File: src/rtl/ps2_host_tx.sv
// Host-to-device PS/2 byte transmitter: inhibit, request-to-send, clock out 8 data + odd parity + stop,
// then check the device ACK. Optional single resend on failure when PS2_TX_RETRY_EN is defined.
module ps2_host_tx #(
  parameter int INHIBIT_CYCLES = 6500,
  parameter int TIMEOUT_CYCLES = 975000,
  parameter int FILTER_LEN     = 8
) (
  input  logic       clk,
  input  logic       rst,
  input  logic [7:0] tx_data,
  input  logic       tx_start,
  output logic       tx_busy,
  output logic       tx_done,
  output logic       tx_err,
  input  logic       ps2_clk_i,
  input  logic       ps2_data_i,
  output logic       ps2_clk_oe,
  output logic       ps2_data_oe
);

  localparam int IW = (INHIBIT_CYCLES > 2) ? $clog2(INHIBIT_CYCLES) : 1;
  localparam int WW = (TIMEOUT_CYCLES > 2) ? $clog2(TIMEOUT_CYCLES) : 1;
  localparam int FW = (FILTER_LEN > 2) ? $clog2(FILTER_LEN) : 1;
  // Clock is held for INHIBIT_CYCLES in total: INHIBIT lasts one cycle less, REQ supplies the last.
  localparam logic [IW-1:0] INH_LAST = IW'(INHIBIT_CYCLES - 2);
  localparam logic [WW-1:0] TO_LAST  = WW'(TIMEOUT_CYCLES - 1);
  localparam logic [FW-1:0] FLAST    = FW'(FILTER_LEN - 1);

  typedef enum logic [2:0] {
    IDLE, INHIBIT, REQ, BITS, ACK, WAIT_IDLE, DONE, ERR
  } state_t;

  // line index 0 = ps2_clk, 1 = ps2_data
  logic [1:0]         raw;
  logic [1:0][1:0]    sync;
  logic [1:0][FW-1:0] fcnt;
  logic [1:0]         filt;
  logic               filt_clk_d;
  logic               fall;

  assign raw  = {ps2_data_i, ps2_clk_i};
  assign fall = filt_clk_d & ~filt[0];

  always_ff @(posedge clk) begin
    if (rst) begin
      sync       <= '1;
      filt       <= '1;
      fcnt       <= '0;
      filt_clk_d <= 1'b1;
    end else begin
      filt_clk_d <= filt[0];
      for (int i = 0; i < 2; i++) begin
        sync[i] <= {sync[i][0], raw[i]};
        if (sync[i][1] == filt[i]) begin
          fcnt[i] <= '0;
        end else if (fcnt[i] == FLAST) begin
          filt[i] <= sync[i][1];
          fcnt[i] <= '0;
        end else begin
          fcnt[i] <= fcnt[i] + 1'b1;
        end
      end
    end
  end

  state_t        state, state_n;
  logic [IW-1:0] inh_cnt, inh_cnt_n;
  logic [WW-1:0] wd, wd_n;
  logic [3:0]    bit_cnt, bit_cnt_n;
  logic [9:0]    sr, sr_n;
  logic [7:0]    tx_byte, tx_byte_n;
  logic          busy_n, done_n, err_n, clk_oe_n, data_oe_n;
  logic          wd_run, timeout, fail;
`ifdef PS2_TX_RETRY_EN
  logic          retried, retried_n;
`endif

  assign wd_run  = (state == BITS) || (state == ACK) || (state == WAIT_IDLE);
  assign timeout = wd_run && !fall && (wd == TO_LAST);

  always_ff @(posedge clk) begin
    if (rst) begin
      state       <= IDLE;
      inh_cnt     <= '0;
      wd          <= '0;
      bit_cnt     <= '0;
      sr          <= '0;
      tx_byte     <= '0;
      tx_busy     <= 1'b0;
      tx_done     <= 1'b0;
      tx_err      <= 1'b0;
      ps2_clk_oe  <= 1'b0;
      ps2_data_oe <= 1'b0;
`ifdef PS2_TX_RETRY_EN
      retried     <= 1'b0;
`endif
    end else begin
      state       <= state_n;
      inh_cnt     <= inh_cnt_n;
      wd          <= wd_n;
      bit_cnt     <= bit_cnt_n;
      sr          <= sr_n;
      tx_byte     <= tx_byte_n;
      tx_busy     <= busy_n;
      tx_done     <= done_n;
      tx_err      <= err_n;
      ps2_clk_oe  <= clk_oe_n;
      ps2_data_oe <= data_oe_n;
`ifdef PS2_TX_RETRY_EN
      retried     <= retried_n;
`endif
    end
  end

  always_comb begin
    state_n   = state;
    inh_cnt_n = inh_cnt;
    wd_n      = wd;
    bit_cnt_n = bit_cnt;
    sr_n      = sr;
    tx_byte_n = tx_byte;
    busy_n    = tx_busy;
    done_n    = 1'b0;
    err_n     = 1'b0;
    clk_oe_n  = ps2_clk_oe;
    data_oe_n = ps2_data_oe;
    fail      = 1'b0;
`ifdef PS2_TX_RETRY_EN
    retried_n = retried;
`endif

    if (wd_run) wd_n = fall ? '0 : wd + 1'b1;

    case (state)
      IDLE: begin
`ifdef PS2_TX_RETRY_EN
        retried_n = 1'b0;
`endif
        if (tx_start) begin
          tx_byte_n = tx_data;
          clk_oe_n  = 1'b1;
          busy_n    = 1'b1;
          inh_cnt_n = '0;
          state_n   = INHIBIT;
        end
      end
      INHIBIT: begin
        if (inh_cnt == INH_LAST) begin
          data_oe_n = 1'b1;
          sr_n      = {1'b1, ~^tx_byte, tx_byte};
          state_n   = REQ;
        end else begin
          inh_cnt_n = inh_cnt + 1'b1;
        end
      end
      REQ: begin
        clk_oe_n  = 1'b0;
        wd_n      = '0;
        bit_cnt_n = '0;
        state_n   = BITS;
      end
      BITS: begin
        // sr[0] is the next bit; the stop bit is 1 so its fall releases the data line
        if (fall) begin
          data_oe_n = ~sr[0];
          sr_n      = {1'b0, sr[9:1]};
          bit_cnt_n = bit_cnt + 1'b1;
          if (bit_cnt == 4'd9) state_n = ACK;
        end
      end
      ACK: begin
        if (fall) begin
          if (!filt[1]) state_n = WAIT_IDLE;
          else          fail    = 1'b1;
        end
      end
      WAIT_IDLE: begin
        if (filt[0] && filt[1]) begin
          done_n  = 1'b1;
          state_n = DONE;
        end
      end
      DONE: begin
        busy_n  = 1'b0;
        state_n = IDLE;
      end
      ERR: begin
        busy_n  = 1'b0;
        state_n = IDLE;
      end
      default: state_n = IDLE;
    endcase

    if (timeout) fail = 1'b1;

    if (fail) begin
      done_n    = 1'b0;
      clk_oe_n  = 1'b0;
      data_oe_n = 1'b0;
`ifdef PS2_TX_RETRY_EN
      if (!retried) begin
        // data released; clock pulled again to start a fresh inhibit for the resend
        retried_n = 1'b1;
        clk_oe_n  = 1'b1;
        inh_cnt_n = '0;
        state_n   = INHIBIT;
      end else begin
        err_n   = 1'b1;
        state_n = ERR;
      end
`else
      err_n   = 1'b1;
      state_n = ERR;
`endif
    end
  end

endmodule
File: config.mk
export PLATFORM = sky130hd
export DESIGN_NAME = ps2_host_tx
export DESIGN_NICKNAME = d
export VERILOG_FILES = /design/src/rtl/ps2_host_tx.sv
export SDC_FILE = /design/constraint.sdc
export NUM_CORES = 1
export LEC_CHECK = 0
export ABC_AREA = 1
export BUFFER_PORTS_ARGS = -buffer_cell sky130_fd_sc_hd__buf_2
export CORE_ASPECT_RATIO = 0.6
export CORE_MARGIN = 2
export CORE_UTILIZATION = 43
export DETAILED_ROUTE_END_ITERATION = 10
export GPL_TIMING_DRIVEN = 1
export PLACE_DENSITY = 0.57
export SLEW_MARGIN = 20
export SYNTH_ARGS = -nofsm -noshare
export SYNTH_HDL_FRONTEND = slang
export SYNTH_SLANG_ARGS = --single-unit
File: constraint.sdc
create_clock -name clk -period 2.1 [get_ports clk]
set_input_delay 0.42 -clock clk [delete_from_list [all_inputs] [get_ports clk]]
set_output_delay 0.42 -clock clk [all_outputs]
set_load 0.01 [all_outputs]
**After elaboration in Yosys (flattened, before gate mapping)**

Index checks and enable logic that the tools add are counted.

- Logic and storage cells: 112
- Bits of input ports: 13
- Flip-flop bits (word level): 76
- Output and inout bits: 5

- Add/subtract/negate cells: 5
- Mux-type cells: 30
- Reduce and logical (&&, ||, !) cells: 28
- Eq/ne operators: 25
- Bitwise gates (word level): 6

Operator list:

| operator | count |
|---|---|
| $mux W13 | 2 |
| $pmux W13 S2 | 1 |
| $mux W3 | 8 |
| $pmux W3 S7 | 1 |
| $add A20 B1 Y20 const B | 1 |
| $eq A20 B20 Y1 const B | 1 |
| $mux W10 | 2 |
| $mux W20 | 1 |
| $pmux W10 S2 | 1 |
| $eq A3 B3 Y1 const B | 6 |
| $ne A3 B3 Y1 const B | 5 |
| $add A13 B1 Y13 const B | 1 |
| $eq A13 B13 Y1 const B | 1 |
| $reduce_and A2 Y1 | 6 |
| $reduce_bool A2 Y1 | 5 |
| $mux W1 | 9 |
| $reduce_or A3 Y1 | 3 |
| $ne A2 B2 Y1 const B | 4 |
| $pmux W4 S2 | 1 |
| $reduce_xnor A8 Y1 | 1 |
| $reduce_and A7 Y1 | 1 |
| $add A3 B1 Y3 const B | 2 |
| $eq A3 B2 Y1 const B | 2 |
| $ne A3 B2 Y1 const B | 2 |
| 14 further kinds | 27 |

**Longest topological paths before layout**

Gate-level depths: netlist of run 1.

- Depth in word-level cells: 8
- Mapped depth: 11
- Mapped depth without buffers: 11

**Worst setup path after synthesis of run 1**

Ideal clock, no wire load.

- Path kind: reg2reg
- Start point: register inh_cnt[0]
- End point: register ps2_data_oe
- Arrival: 1.441 ns
- Setup time: 0.070 ns
- Period minus slack after synthesis: 1.511 ns
- Buffers on the path: 1
- Cell stages (with the launch flop): 11
- Setup slack: 0.589 ns
- Required time: 2.030 ns
- Cells stage by stage: dfxtp_1 > inv_1 > ha_1 > nand2_1 > nor2_1 > nand3_1 > nor2_1 > nor2_2 > buf_4 > nand2_1 > a21oi_1

- Longest elaborated chain between the ends: 3

Ends and longest elaborated chain:

| what | RTL line | RTL |
|---|---|---|
| from (decl) | 67 | `logic [IW-1:0] inh_cnt, inh_cnt_n;` |
| from (signal assigned) | 99 | `inh_cnt <= inh_cnt_n;` |
| $eq A13 B13 Y1 | 148 | `if (inh_cnt == INH_LAST) begin` |
| $ne A2 B2 Y1 (no source line) | -- |  |
| $reduce_and A3 Y1 (no source line) | -- |  |
| to (signal assigned) | 108 | `ps2_data_oe <= data_oe_n;` |
| to (decl) | 18 | `output logic ps2_data_oe` |

Every way passes these cells.
A chain may end at the register's enable or synchronous reset.

**Final worst setup path of run 1**

- Start point: register state[0]
- End point: register inh_cnt[4]

- Longest elaborated chain between the ends: 3
- Elaborated cells on any way between the ends: 7
- Classes of those cells: eq/ne: 3; mux: 1; reduce/logical: 3

Ends and longest elaborated chain:

| what | RTL line | RTL |
|---|---|---|
| from (decl) | 66 | `state_t state, state_n;` |
| from (signal assigned) | 98 | `state <= state_n;` |
| $eq A3 B1 Y1 / $logic_not A3 Y1 (equally long branches) | 134 | `case (state)` |
| $ne A2 B2 Y1 (no source line) / $reduce_bool A2 Y1 (equally long branches) | -- |  |
| $reduce_and A3 Y1 (no source line) | -- |  |

Parallel ways exist; a longest one is shown, timed or not.

==> flow_summary.ini, run 1 <==
[run_status]
outcome = completed

[yosys]
ys.flop_type = dfxtp_1
avgSynthCellArea_um2 = 6.658
yosysSeqAreaShare_pct = 38.66
synthCells = 591
async_reset_ff_share_pct = 0
syn-num-nets = 613
synth_edf_count = 0
netlist_area_mm2 = 0.003935
synth_cell_types = 35
synth-seq-cells = 76
ys_warn_count = 0

[clocking]
cts_buffers = 9
ctsHoldBuffers = 0
cts_tree = built
h-tree-depth = 3
insertion_delay_ns = 0.33
cts_sinks = 76
cts.clk_slew.worst_paths_ns = 0.06
ctsLongestPathBuffers = 2
cts-root-buf = clkbuf_16

[cells_and_area]
fin_cells = 732
utilization_pct = 51.64
drive_gt1_share_pct = 11.77
num_antenna_cells = 0
final_cell_mix = nand2_1, dfxtp_1, nor2_1, inv_1, a21oi_1
final_common_cell = nand2_1
nets = 638
fillCellCount = 856
areaGrowthSynthToFinish_pct = 13.99

[setup_path]
crit_fanout = 11
critPathLaunchType = register
crit_family = simple AND/OR/NAND/NOR gates
cp_data_required_time_ns = 2.36
cp-end-kind = register
path_cells = inv_2 -> nor2_2 -> nand2_1 -> inv_2 -> nand2_2 -> nand2_2 -> inv_2 -> nor2_1 -> nand2_1 -> a21oi_1
critPathSlowestCell = dfxtp_1
critPathBufInv = 3
crit_top_cell = inv_2
arrival_ns = 2.10
max_stage_delay_ns = 0.43
critPathKind = reg2reg

[sta]
finalSetupViolCount = 0
holdWs_ns = 0.2669
clock-skew-final_ns = 0.007254
rsz0062_at_grt = no
layout_min_cycle_time_ns = 1.837
slew_violations = 0
clock.fmax_mhz = 544.4
worst_pin_slew_ns = 0.4868
hold_viol_final = 0
period_share_pct = 87.47
finalSetupTns_ns = 0
relSlewSlack_pct = 67.43

[global_route]
overflow = 0
grt_usage_pct = 20.04
grt_pass1_wl_um = 15930
grt_pass1_vias = 3214
grt_max_degree = 21
antenna_found_initial = 0

[floorplan]
die-area_mm2 = 0.009958
core_mm2 = 0.008686
pin_count = 18
die_w_um = 127.5
rows = 26
start_util_pct = 45.30
die_h_um = 78.10

[drt]
drt-initial-drc-count = 322
wire_per_inst_um = 12.83
ant_nets = 0
viasPerCell = 5.092
vias = 3727
drt-pass1-iter-count = 5
drt-total-wl_um = 9391
drc_errors = 0

[placed_design]
dp.cells = 717
dpl.hpwl_um = 6993
routabilityCongestion = 0.9070
port_buffers = 17

[job]
maxCapViolations = 0

[power]
total_power_mw = 4.323
p_leak_nw = 1.783
peakVddDrop_mv = 0.4396
power_density_mw_per_mm2 = 963.8

[hold_path]
min-delay-path-class = in2reg
-- final cells by class --
type                    instances  area, µm²  share of cell area, %
clock buffers                   9      225.2                  5.021
clock inverters                 6      88.84                  1.980
flip-flops and latches         76       1521                  33.92
multi-input cells             431       2076                  46.28
repair buffers                 29      175.2                  3.905
well taps                     112      140.1                  3.124
inverters                      69      259.0                  5.774
-- layer usage --
| layer | global-route usage (%) | vias to the layer above | share of wire, % |
|---|---|---|---|
| li1 | - | 1958 | - |
| met1 | 31.75 | 1666 | 56 |
| met2 | 25.67 | 96 | 36 |
| met3 | 6.612 | 7 | 7.2 |
| met4 | 3.626 | 0 | 0.51 |
| met5 | 0 | - | 0 |
-- registers in the layout (all words and copies together) (netlist names), 3 cells and up --
register / cells
bit_cnt: 4
wd: 20
state: 3
inh_cnt: 13
sr: 10
sync: 4
tx_byte: 8
fcnt: 6
-- cell usage after synthesis, types with 4 or more instances --
master    count  share of area [%]
inv_1        59                5.6
buf_4         4               0.76
o21ai_0      31                3.9
inv_2         9               0.86
nand4_1      14                2.2
dfxtp_1      76                 39
nor2_1       65                6.2
a21oi_1      57                7.2
or2_2         4               0.64
xnor2_1       4               0.89
nor3_1        8                1.0
clkbuf_1      5               0.48
ha_1          9                2.9
nand3_1      37                4.7
nand2_1     169                 16
nor2_2        5               0.79
xor2_1        5                1.1
buf_2         4               0.51
-- worst paths after layout --
path | from | to | slack [ns] | depth (start not counted)
worst min register to register | sync[2]$_SDFF_PP1_ | sync[3]$_SDFF_PP1_ | 0.41 | 1
worst max-delay path | state[0]$_SDFFE_PP0P_ | inh_cnt[4]$_SDFFE_PP0P_ | 0.26 | 10
worst min-delay path | ps2_data_i | sync[2]$_SDFF_PP1_ | 0.27 | 2
worst max register to register | state[0]$_SDFFE_PP0P_ | inh_cnt[4]$_SDFFE_PP0P_ | 0.26 | 10
-- cells by family after synthesis --
family / count (synthesis) / share of synthesized area [%]
flops: 76 / 38.66
simple gates: 314 / 34.34
compound gates: 99 / 13.42
xor+xnor: 9 / 2.003
fa+ha+maj: 9 / 2.862
buf+inv: 84 / 8.712
-- stage by stage --
| stage | area, µm² | worst slack, ns |
|---|---|---|
| 2_1_floorplan | 3935 | 0.5895 |
| 3_3_place_gp | 4167 | 0.3484 |
| 3_5_place_dp | 4167 | 0.1880 |
| 4_1_cts | 4481 | 0.1869 |
| 5_1_grt | 4486 | 0.05853 |
| 6_report | 4486 | 0.2631 |
-- power by group --
part,switching [mW],leakage (nW),internal [mW]
Clock,0.615,0.148,1.04
Sequential,0.117,0.616,1.54
Combinational,0.699,1.02,0.320
Total,1.43,1.78,2.89
-- what timing repair did --
item,in CTS,in global routing
resized for setup,0,1
setup endpoints to repair,0,2
buffers inserted,0,0
Note: power is estimated with default switching activity, not from simulation.
==> inputs of run 2 (changes only) <==
--- a/config.mk
+++ b/config.mk
@@ -9,10 +9,11 @@
 export BUFFER_PORTS_ARGS = -buffer_cell sky130_fd_sc_hd__buf_2
 export CORE_ASPECT_RATIO = 0.6
 export CORE_MARGIN = 2
-export CORE_UTILIZATION = 43
+export CORE_UTILIZATION = 59
+export CTS_CLUSTER_DIAMETER = 50
 export DETAILED_ROUTE_END_ITERATION = 10
 export GPL_TIMING_DRIVEN = 1
-export PLACE_DENSITY = 0.57
+export PLACE_DENSITY = 0.75
 export SLEW_MARGIN = 20
 export SYNTH_ARGS = -nofsm -noshare
 export SYNTH_HDL_FRONTEND = slang
==> flow_summary.ini, run 2 (synthesis results as in run 1) <==
[run_status]
outcome = completed

[drt]
drt-initial-drc-count = 287
ant_nets = 0
wire_per_inst_um = 13.30
drc_errors = 0
drt-pass1-iter-count = 5
viasPerCell = 5.428
vias = 3805
drt-total-wl_um = 9325

[setup_path]
arrival_ns = 2.13
cp-end-kind = register
critPathKind = reg2reg
crit_fanout = 21
cp_data_required_time_ns = 2.36
critPathLaunchType = register

[cells_and_area]
final_cell_mix = nand2_1, dfxtp_1, nor2_1, inv_1, a21oi_1
final_common_cell = nand2_1
reg.largest.list = wd: 20 flops, inh_cnt: 13 flops, sr: 10 flops
design_area_mm2 = 0.004323
fillCellCount = 595
top_register = wd
nets = 634
utilization_pct = 68.88
num_antenna_cells = 0
largest_reg_flops = 20
drive_gt1_share_pct = 11.18
areaGrowthSynthToFinish_pct = 9.857

[sta]
period_share_pct = 88.90
finalSetupTns_ns = 0
hold_viol_final = 0
slew_violations = 0
clock-skew-final_ns = 0.01143
relSlewSlack_pct = 60.76
clock.fmax_mhz = 535.7
worst_pin_slew_ns = 0.5871
layout_min_cycle_time_ns = 1.867
finalSetupViolCount = 0
rsz0062_at_grt = no

[power]
total_power_mw = 3.877
p_leak_nw = 1.719
power_density_mw_per_mm2 = 896.8
peakVddDrop_mv = 0.5996

[clocking]
h-tree-depth = 3
cts_buffers = 9
insertion_delay_ns = 0.36
cts_sinks = 76
cts-root-buf = clkbuf_8
ctsLongestPathBuffers = 2
cts.clk_slew.worst_paths_ns = 0.08
cts_setup_buffers = 0
ctsHoldBuffers = 0
cts_tree = built

[global_route]
antenna_found_initial = 0
grt_pass1_wl_um = 15750
grt_pass1_vias = 3349
overflow = 0
grt_usage_pct = 27.87
grt_max_degree = 22

[floorplan]
pin_count = 18
rows = 22
die_w_um = 109.4
die_h_um = 67.26
die-area_mm2 = 0.007360
start_util_pct = 62.70
core_mm2 = 0.006276

[job]
maxCapViolations = 0

[placed_design]
post_dp_cell_area_mm2 = 0.004101
port_buffers = 17
routabilityCongestion = 0.8972
dpl.hpwl_um = 6881

[hold_path]
min-delay-path-class = in2reg
-- run 2: where the power goes --
group	total (mW)	internal [mW]	switching [mW]
clock	1.23	0.669	0.558
sequential	1.66	1.53	0.123
combinational	0.993	0.307	0.686
total	3.88	2.51	1.37
-- run 2: stage by stage --
stage / hold WS (ns) / setup WS [ns] / instances
2_1_floorplan: 0.3895 / 0.5895 / 591
3_3_place_gp: 0.3980 / 0.3209 / 685
3_5_place_dp: 0.3932 / 0.2542 / 685
4_1_cts: 0.2275 / 0.1924 / 701
5_1_grt: 0.2327 / 0.006267 / 701
6_report: 0.2384 / 0.2332 / 701
-- run 2: layer usage --
metal  vias up  share of wire, %  global-route usage [%]
met5         -                 0                       0
met4         0               1.0                   6.487
met3        14               9.4                   8.977
met2       129                39                   39.97
met1      1717                50                   40.46
li1       1945                 -                       -
-- run 2: area by class of cell --
type                    instances  area (µm²)  share of cell area (%)
clock buffers                  10       127.6                   2.952
clock inverters                 6       88.84                   2.055
repair buffers                 25       145.1                   3.357
flip-flops and latches         76        1521                   35.20
multi-input cells             431        2076                   48.02
inverters                      69       259.0                   5.991
well taps                      84       105.1                   2.431
-- run 2: worst max-delay path, stage by stage (launching register included) --
cell,delay [ns]
dfxtp_1,0.56
nor2_4,0.11
inv_1,0.43
nand2_1,0.10
nand2_1,0.08
nand3_1,0.17
inv_1,0.12
nor2_1,0.05
nor2_1,0.09
nor2_1,0.05
-- run 2: timing repair --
item	4_1_cts	5_1_grt
endpoints found under the setup margin	0	7
hold endpoints to repair	0	0
resized for setup	0	1
-- run 2: path summary, 6_finish.rpt --
check / start / endpoint / slack (ns) / cells past startpoint
min: ps2_data_i / sync[2]$_SDFF_PP1_ / 0.24 / 2
min reg2reg: sync[0]$_SDFF_PP1_ / sync[1]$_SDFF_PP1_ / 0.42 / 1
max: state[2]$_SDFFE_PP0P_ / state[2]$_SDFFE_PP0P_ / 0.23 / 9
max reg2reg: state[2]$_SDFFE_PP0P_ / state[2]$_SDFFE_PP0P_ / 0.23 / 9
